File: src/rtl/filtro_ctrl_pb200.sv
// filtro_ctrl_pb200: per-sample sequencer for the multiplexed biquad datapath (five MAC steps, delay-line shift, done pulse)
module filtro_ctrl_pb200 #(
  parameter int ARIT_LAT = 2
) (
  input  logic       clk,
  input  logic       reset,
  input  logic       start,
  output logic       en1,
  output logic       en2,
  output logic       en3,
  output logic       en4,
  output logic       en5,
  output logic       en6,
  output logic       en7,
  output logic [2:0] selmuxS,
  output logic [1:0] selmuxC,
  output logic [2:0] selmuxZ,
  output logic       busy,
  output logic       done,
  output logic       overrun
);
  typedef enum logic [1:0] {IDLE, STEP, SHIFT, DONE} state_t;
  localparam logic [2:0] LAT = 3'(ARIT_LAT);
  state_t     state_q, state_d;
  logic [2:0] step_q, step_d, sub_q, sub_d;
  logic [7:1] en_q, en_d;
  logic [2:0] sels_q, sels_d, selz_q, selz_d;
  logic [1:0] selc_q, selc_d;
  logic       busy_q, busy_d, done_q, done_d, ovr_q;
  logic       last, in_step, fin;
  assign last = sub_q == LAT;
  // Next state: a step lasts ARIT_LAT+1 cycles; DONE accepts start just like IDLE
  always_comb begin
    state_d = state_q;
    step_d  = step_q;
    sub_d   = sub_q;
    case (state_q)
      STEP: begin
        state_d = (last && step_q == 3'd5) ? SHIFT : STEP;
        step_d  = !last ? step_q : (step_q == 3'd5) ? 3'd0 : step_q + 3'd1;
        sub_d   = last ? 3'd0 : sub_q + 3'd1;
      end
      SHIFT: begin
        state_d = DONE;
        step_d  = 3'd0;
        sub_d   = 3'd0;
      end
      default: begin
        state_d = start ? STEP : IDLE;
        step_d  = start ? 3'd1 : 3'd0;
        sub_d   = 3'd0;
      end
    endcase
  end
  assign in_step = state_d == STEP;
  assign fin     = in_step && sub_d == LAT;
  // Output decode from the next state so every output is a plain register
  always_comb begin
    sels_d = !in_step ? 3'd0 : (step_d == 3'd1 || step_d == 3'd4) ? 3'd1 : (step_d == 3'd3) ? 3'd0 : 3'd2;
    selc_d = !in_step ? 2'd0 : (step_d == 3'd1) ? 2'd2 : (step_d == 3'd2) ? 2'd3 : (step_d == 3'd4) ? 2'd1 : 2'd0;
    selz_d = !in_step ? 3'd0 : (step_d == 3'd3) ? 3'd0 : (step_d >= 3'd4) ? step_d - 3'd1 : step_d;
    en_d[1] = fin && step_d == 3'd5;
    en_d[2] = fin && step_d == 3'd2;
    en_d[3] = state_d == SHIFT;
    en_d[4] = state_d == SHIFT;
    en_d[5] = fin && step_d == 3'd1;
    en_d[6] = fin && step_d == 3'd3;
    en_d[7] = fin && step_d == 3'd4;
    busy_d = in_step || state_d == SHIFT;
    done_d = state_d == DONE;
  end
  // State and registered outputs; reset aborts any sequence and clears the sticky overrun
  always_ff @(posedge clk) begin
    if (!reset) begin
      state_q <= IDLE;
      step_q  <= 3'd0;
      sub_q   <= 3'd0;
      en_q    <= '0;
      sels_q  <= 3'd0;
      selc_q  <= 2'd0;
      selz_q  <= 3'd0;
      busy_q  <= 1'b0;
      done_q  <= 1'b0;
      ovr_q   <= 1'b0;
    end else begin
      state_q <= state_d;
      step_q  <= step_d;
      sub_q   <= sub_d;
      en_q    <= en_d;
      sels_q  <= sels_d;
      selc_q  <= selc_d;
      selz_q  <= selz_d;
      busy_q  <= busy_d;
      done_q  <= done_d;
      ovr_q   <= ovr_q | (start & busy_q);
    end
  end
  assign {en7, en6, en5, en4, en3, en2, en1} = en_q;
  assign selmuxS = sels_q;
  assign selmuxC = selc_q;
  assign selmuxZ = selz_q;
  assign busy    = busy_q;
  assign done    = done_q;
  assign overrun = ovr_q;
endmodule

File: config.mk
export PLATFORM = sky130hd
export DESIGN_NAME = filtro_ctrl_pb200
export DESIGN_NICKNAME = d
export VERILOG_FILES = /design/src/rtl/filtro_ctrl_pb200.sv
export SDC_FILE = /design/constraint.sdc
export NUM_CORES = 1
export LEC_CHECK = 0
export CAP_MARGIN = 10
export CELL_PAD_IN_SITES_DETAIL_PLACEMENT = 2
export CELL_PAD_IN_SITES_GLOBAL_PLACEMENT = 2
export CORE_ASPECT_RATIO = 0.7
export CORE_MARGIN = 1
export CORE_UTILIZATION = 31
export DETAILED_ROUTE_END_ITERATION = 8
export GPL_TIMING_DRIVEN = 0
export HOLD_SLACK_MARGIN = 0.12
export PLACE_DENSITY_LB_ADDON = 0.1
export SLEW_MARGIN = 20
export SYNTH_ARGS = -nofsm -noshare
export SYNTH_HDL_FRONTEND = slang
export SYNTH_SLANG_ARGS = --single-unit
File: constraint.sdc
create_clock -name clk -period 2.5 [get_ports clk]
set_input_delay 0.5 -clock clk [delete_from_list [all_inputs] [get_ports clk]]
set_output_delay 0.5 -clock clk [all_outputs]
set_load 0.02 [all_outputs]
==> results of run 1 <==
==> worst paths after layout <==
path                   start  endpoint  slack, ps
hold / removal       overrun   overrun        510
setup reg to reg  state_q[1]   en_q[2]        210
hold reg to reg      overrun   overrun        510
setup / recovery  state_q[1]   en_q[2]        210
==> layout by cell type (no fill, tap or decap), drive strengths merged <==
| cell type | instances |
|---|---|
| and2 | 12 |
| a31oi | 1 |
| clkdlybuf4s50 | 19 |
| mux2i | 3 |
| nand3b | 2 |
| o21ai | 1 |
| nor3b | 1 |
| dfxtp | 24 |
| and4bb | 1 |
| a21oi | 5 |
| nand4bb | 1 |
| xor2 | 1 |
| o31a | 1 |
| nand2b | 4 |
| buf | 3 |
| or3 | 2 |
| o31ai | 1 |
| nor3 | 1 |
| nor2b | 4 |
| clkbuf | 4 |
| xnor2 | 1 |
| a41oi | 1 |
| conb | 1 |
| bufinv | 1 |
| nor4 | 2 |
| or3b | 1 |
| o21a | 1 |
| ha | 11 |
| inv | 8 |
| nand2 | 6 |
| nor2 | 5 |
| and3 | 2 |
==> timing repair <==
action                                  in CTS  in global routing
endpoints found under the setup margin       0                  3
resized for setup                            0                  1
hold buffers                                 0                  0
==> logic make-up (layout without fill, tap and decap cells) <==
group	after synthesis	in the layout
AND/OR/NAND/NOR	44	44
flip-flops	24	24
buffers and inverters	12	35
adder cells (fa/ha/maj)	11	11
AO/OA/AOI/OAI	11	11
multiplexers	3	3
XOR/XNOR	2	2
other	1	1
==> worst max-delay path: stages (launching register included) <==
cell     delay (ps)
dfxtp_1         330
inv_1            50
ha_1            250
inv_1           180
a31oi_1         200
o31a_1          250
ha_1            200
nand2_1         150
nor4_2          260
nor2b_1         220
and2_1          140
==> flip-flops by register name (all words and copies together) (netlist names) <==
register / flops
sub_q: 3
selmuxS: 2
busy: 1
state_q: 2
en_q: 6
selmuxC: 2
overrun: 1
done: 1
selmuxZ: 3
step_q: 3
==> metrics by stage <==
step	worst slack, ps	util (%)	power [mW]	setup TNS [ps]	cells
6_report	212.2	43.50	0.8279	0	178
5_1_grt	34.54	43.50	0.8674	0	178
4_1_cts	118.1	43.31	0.8395	0	178
3_5_place_dp	-17.77	41.10	0.4949	-39.71	174
3_3_place_gp	38.22	41.10	0.4892	0	174
2_1_floorplan	628.9	-	0.4609	0	108
==> area by class of cell <==
| class | instances | share of cell area, % |
|---|---|---|
| clock inverters | 1 | 2.135 |
| repair buffers | 19 | 13.52 |
| plain buffers | 4 | 1.868 |
| flip-flops and latches | 24 | 34.16 |
| well taps | 47 | 4.181 |
| inverters | 8 | 2.135 |
| clock buffers | 3 | 2.936 |
| multi-input cells | 72 | 39.06 |
==> report_power, final <==
group / internal [mW] / switching, mW / leakage, nW
Sequential: 0.392 / 0.00542 / 0.195
Combinational: 0.0372 / 0.0525 / 0.319
Clock: 0.214 / 0.126 / 0.0357
==> per-layer routing <==
metal,vias to the layer above,global-route usage (%),wire length [um]
met2,20,26.01,1237
met3,8,5.523,101
met1,403,19.74,1248
met5,-,0,0
met4,0,9.804,90
li1,397,-,-
==> results.cfg, run 1 <==
[cells_and_area]
nets = 146
drive_gt1_share_pct = 8.397
antenna-diode-count = 0
syn_to_final_growth_pct = 30.24
multiInputGateArea_um2 = 549.3
stdcell_area_um2 = 1406
regArea_um2 = 480.5
fillers = 366

[timing]
whs_ps = 507.0
final_hold_viol_count = 0
finalClockSkew_ps = 3.017
min_period_ps = 2288
rsz0062_at_grt = no
slew_viol_final = 0
max_freq_mhz = 437.1
fin_crit_sh_pct = 91.51
setup_violations = 0

[drt]
wl_um = 2678
drt_iter0_markers = 22
drcViolationCount = 0
vias = 828
antenna_left = 0
drt-pass1-iter-count = 4
vias_per_cell = 4.652
wl_per_cell_um = 15.04

[synth]
muxShareOfSynthArea_pct = 3.129
synthCells = 108
synth_seq_cells = 24
synthSimpleGateAreaFrac_pct = 24.80
netlist.area_leader.share_pct = 44.50
synth_top_family_by_area = simple AND/OR/NAND/NOR gates
ys_seq_area_share_pct = 44.50
yosysWarnings = 0
avgSynthCellArea_um2 = 9.998
synthTopCellsByCount = dfxtp_1, and2_1, ha_1
synth_top_area_cell = dfxtp_1
synth_area_um2 = 1080
synth_cell_types = 31
ys_async_sr_fraction_pct = 0
synth_ff_type = dfxtp_1
synth_fp_nets = 122
synth_xor_area_share_pct = 1.622
synth-edff-count = 0
synth_most_common_cell = dfxtp_1
synth_area_leaders = dfxtp_1, ha_1, and2_1
synth-compound-area-share_pct = 7.648
synth_fa_ha_area_share_pct = 12.75

[grt]
grt_start_max_net_pins = 15
grtUsageTotal_pct = 16.57
first_global_vias = 841
antenna_found_initial = 0
overflow = 0
grt_first_pass_wirelength_um = 4367

[power_and_ir_drop]
p_leak_nw = 0.5495
p_per_area_nw_per_um2 = 588.7
vdd_drop_max_v = 0.0002811

[hold_path]
hold_depth = 2
hold_class = register to register

[clock_network]
cts.sinks = 24
cts-root-buf = clkbuf_8
cts_tree = yes
clockBufferDepth = 2
post_cts_buffers = 0
insertion_delay_ps = 270
clk_pin_slew_ps = 90
cts-buffers-inserted = 3
h-tree-depth = 1

[critical_path]
worstPathMaxFanout = 5
crit_path_start_kind = register
worstPathArrival_ps = 2510
worstPathRequired_ps = 2720
r2r_cells = 10
cp-end-kind = register
crit_type = register to register

[floorplan]
num_rows = 17
die_w_um = 72.54
die_h_um = 51.38
core_area_um2 = 3233
fp.dieArea_um2 = 3727
start_util_pct = 33.40
ios = 21

[placement]
placed_area_um2 = 1329
portBuffers = 19
gp_congestion = 0.7189
dp_hpwl_um = 1986

[run]
max-cap-violations = 0

[run_status]
status = finished clean
(Power assumes the default switching activity.)
==> inputs of run 2 (changes only) <==
CORE_UTILIZATION = 35   (was 31)
DONT_BUFFER_PORTS = 1   (was default)
==> run 2 against run 1 <==
- fmax increased by 2.9%
- die area decreased by 11%
- non-clock buffer count decreased by 19
- worst hold slack got worse by 81 ps
- via count decreased by 12%
- clock skew increased by 4.0 ps
- register-to-register slack improved by 70 ps
- critical path depth unchanged
- global-route usage decreased by 1.4 points
- sequential share of layout area increased by 5.8 points
- cell count decreased by 17%
- routed wire length decreased by 20%
- largest cell class unchanged
- highest routed layer unchanged
==> results.cfg, run 2 (synthesis gave the netlist of run 1 again) <==
[run_status]
status = finished clean

[floorplan]
fp.dieArea_um2 = 3315
num_rows = 16
ios = 21
die_h_um = 48.47
start_util_pct = 37.72
die_w_um = 68.39
core_area_um2 = 2863

[grt]
antenna_found_initial = 0
overflow = 0
grt_start_max_net_pins = 15
grt_first_pass_wirelength_um = 3601
first_global_vias = 742
grtUsageTotal_pct = 15.20

[drt]
drcViolationCount = 0
antenna_left = 0
vias_per_cell = 4.932
vias = 730
wl_um = 2146
wl_per_cell_um = 14.50
drt-pass1-iter-count = 4
drt_iter0_markers = 22

[timing]
min_period_ps = 2223
max_freq_mhz = 449.9
slew_viol_final = 0
rsz0062_at_grt = no
whs_ps = 426.3
finalClockSkew_ps = 7.032
fin_crit_sh_pct = 88.90
setup_tns_ps = 0
final_hold_viol_count = 0
setup_violations = 0

[cells_and_area]
antenna-diode-count = 0
largest_reg_flops = 6
regMostFlops = en_q
drive_gt1_share_pct = 9.821
nets = 127
syn_to_final_growth_pct = 11.36
layout_commonest_cell = dfxtp_1
mostFrequentLayoutCells = dfxtp_1, and2_1, ha_1

[critical_path]
worstPathMaxFanout = 5
worstPathRequired_ps = 2720
worstPathArrival_ps = 2440
cp-end-kind = register
crit_path_start_kind = register
crit_type = register to register

[clock_network]
cts_resized = 0
clk_pin_slew_ps = 90
post_cts_buffers = 0
cts-root-buf = clkbuf_8
cts-buffers-inserted = 3
cts.sinks = 24
h-tree-depth = 1
insertion_delay_ps = 270
clockBufferDepth = 2
cts_tree = yes
cts-hold-fix-buffers = 0

[placement]
gp_congestion = 0.6947
portBuffers = 0
dp_hpwl_um = 1636

[hold_path]
hold_class = input pin to register

[power_and_ir_drop]
p_leak_nw = 0.4832
p_per_area_nw_per_um2 = 675.2
vdd_drop_max_v = 0.0003380

[run]
max-cap-violations = 0
[run 2: changes by cell type in the layout (fill, tap and decap cells not counted), sizes merged]
| cell | previous run | this run |
|---|---|---|
| clkdlybuf4s50 | 19 | 0 |
[run 2: worst paths after layout]
check                           depth (start not counted)        from  endpoint  slack (ps)
worst min register to register                          1    sub_q[0]  sub_q[0]         530
worst min-delay path                                    2       start   overrun         430
worst max-delay path                                   10  state_q[1]   en_q[5]         280
worst max register to register                         10  state_q[1]   en_q[5]         280
[run 2: stage by stage]
stage / area (um^2) / power, mW / setup slack (ps) / cells / util, %
floorplan: 1080 / 0.4609 / 628.9 / 108 / -
global placement: 1125 / 0.4744 / 237.4 / 144 / 39.29
detailed placement: 1125 / 0.4763 / 236.2 / 144 / 39.29
CTS: 1196 / 0.8216 / 151.5 / 148 / 41.78
global route: 1202 / 0.8438 / 56.96 / 148 / 42.00
finish: 1202 / 0.8119 / 277.4 / 148 / 42.00
[run 2: layer usage]
| metal | GRT usage, % | part of all wire [%] | vias to the layer above |
|---|---|---|---|
| li1 | - | - | 361 |
| met1 | 21.72 | 55 | 354 |
| met2 | 21.57 | 41 | 13 |
| met3 | 5.660 | 3.4 | 2 |
| met4 | 3.125 | 0.61 | 0 |
| met5 | 0 | 0 | - |
[run 2: area by class of cell]
class / instances / area, um^2
fillers: 317 / 1660
multi-input cells: 72 / 549.3
flip-flops and latches: 24 / 480.5
well taps: 36 / 45.04
clock buffers: 3 / 41.29
clock inverters: 1 / 30.03
inverters: 8 / 30.03
plain buffers: 4 / 26.28
[run 2: where the power goes]
group | switching, mW | leakage (nW) | total, mW | internal [mW]
clock network | 0.131 | 0.0357 | 0.345 | 0.214
logic | 0.0371 | 0.253 | 0.0605 | 0.0234
registers | 0.0137 | 0.195 | 0.406 | 0.392
total | 0.182 | 0.483 | 0.812 | 0.630
[run 2: worst max-delay path, cell delays in order (launching register included)]
cell,delay (ps)
dfxtp_1,330
inv_1,70
ha_1,230
inv_1,160
a31oi_1,170
o31a_1,240
ha_1,190
nand2_1,150
nor4_2,260
nor2b_1,220
and2_1,140
==> inputs of run 3 (changes only) <==
CORE_MARGIN = default   (was 1)
==> results of run 3 <==
Final layout, timing and power as in run 2 (identical DEF).
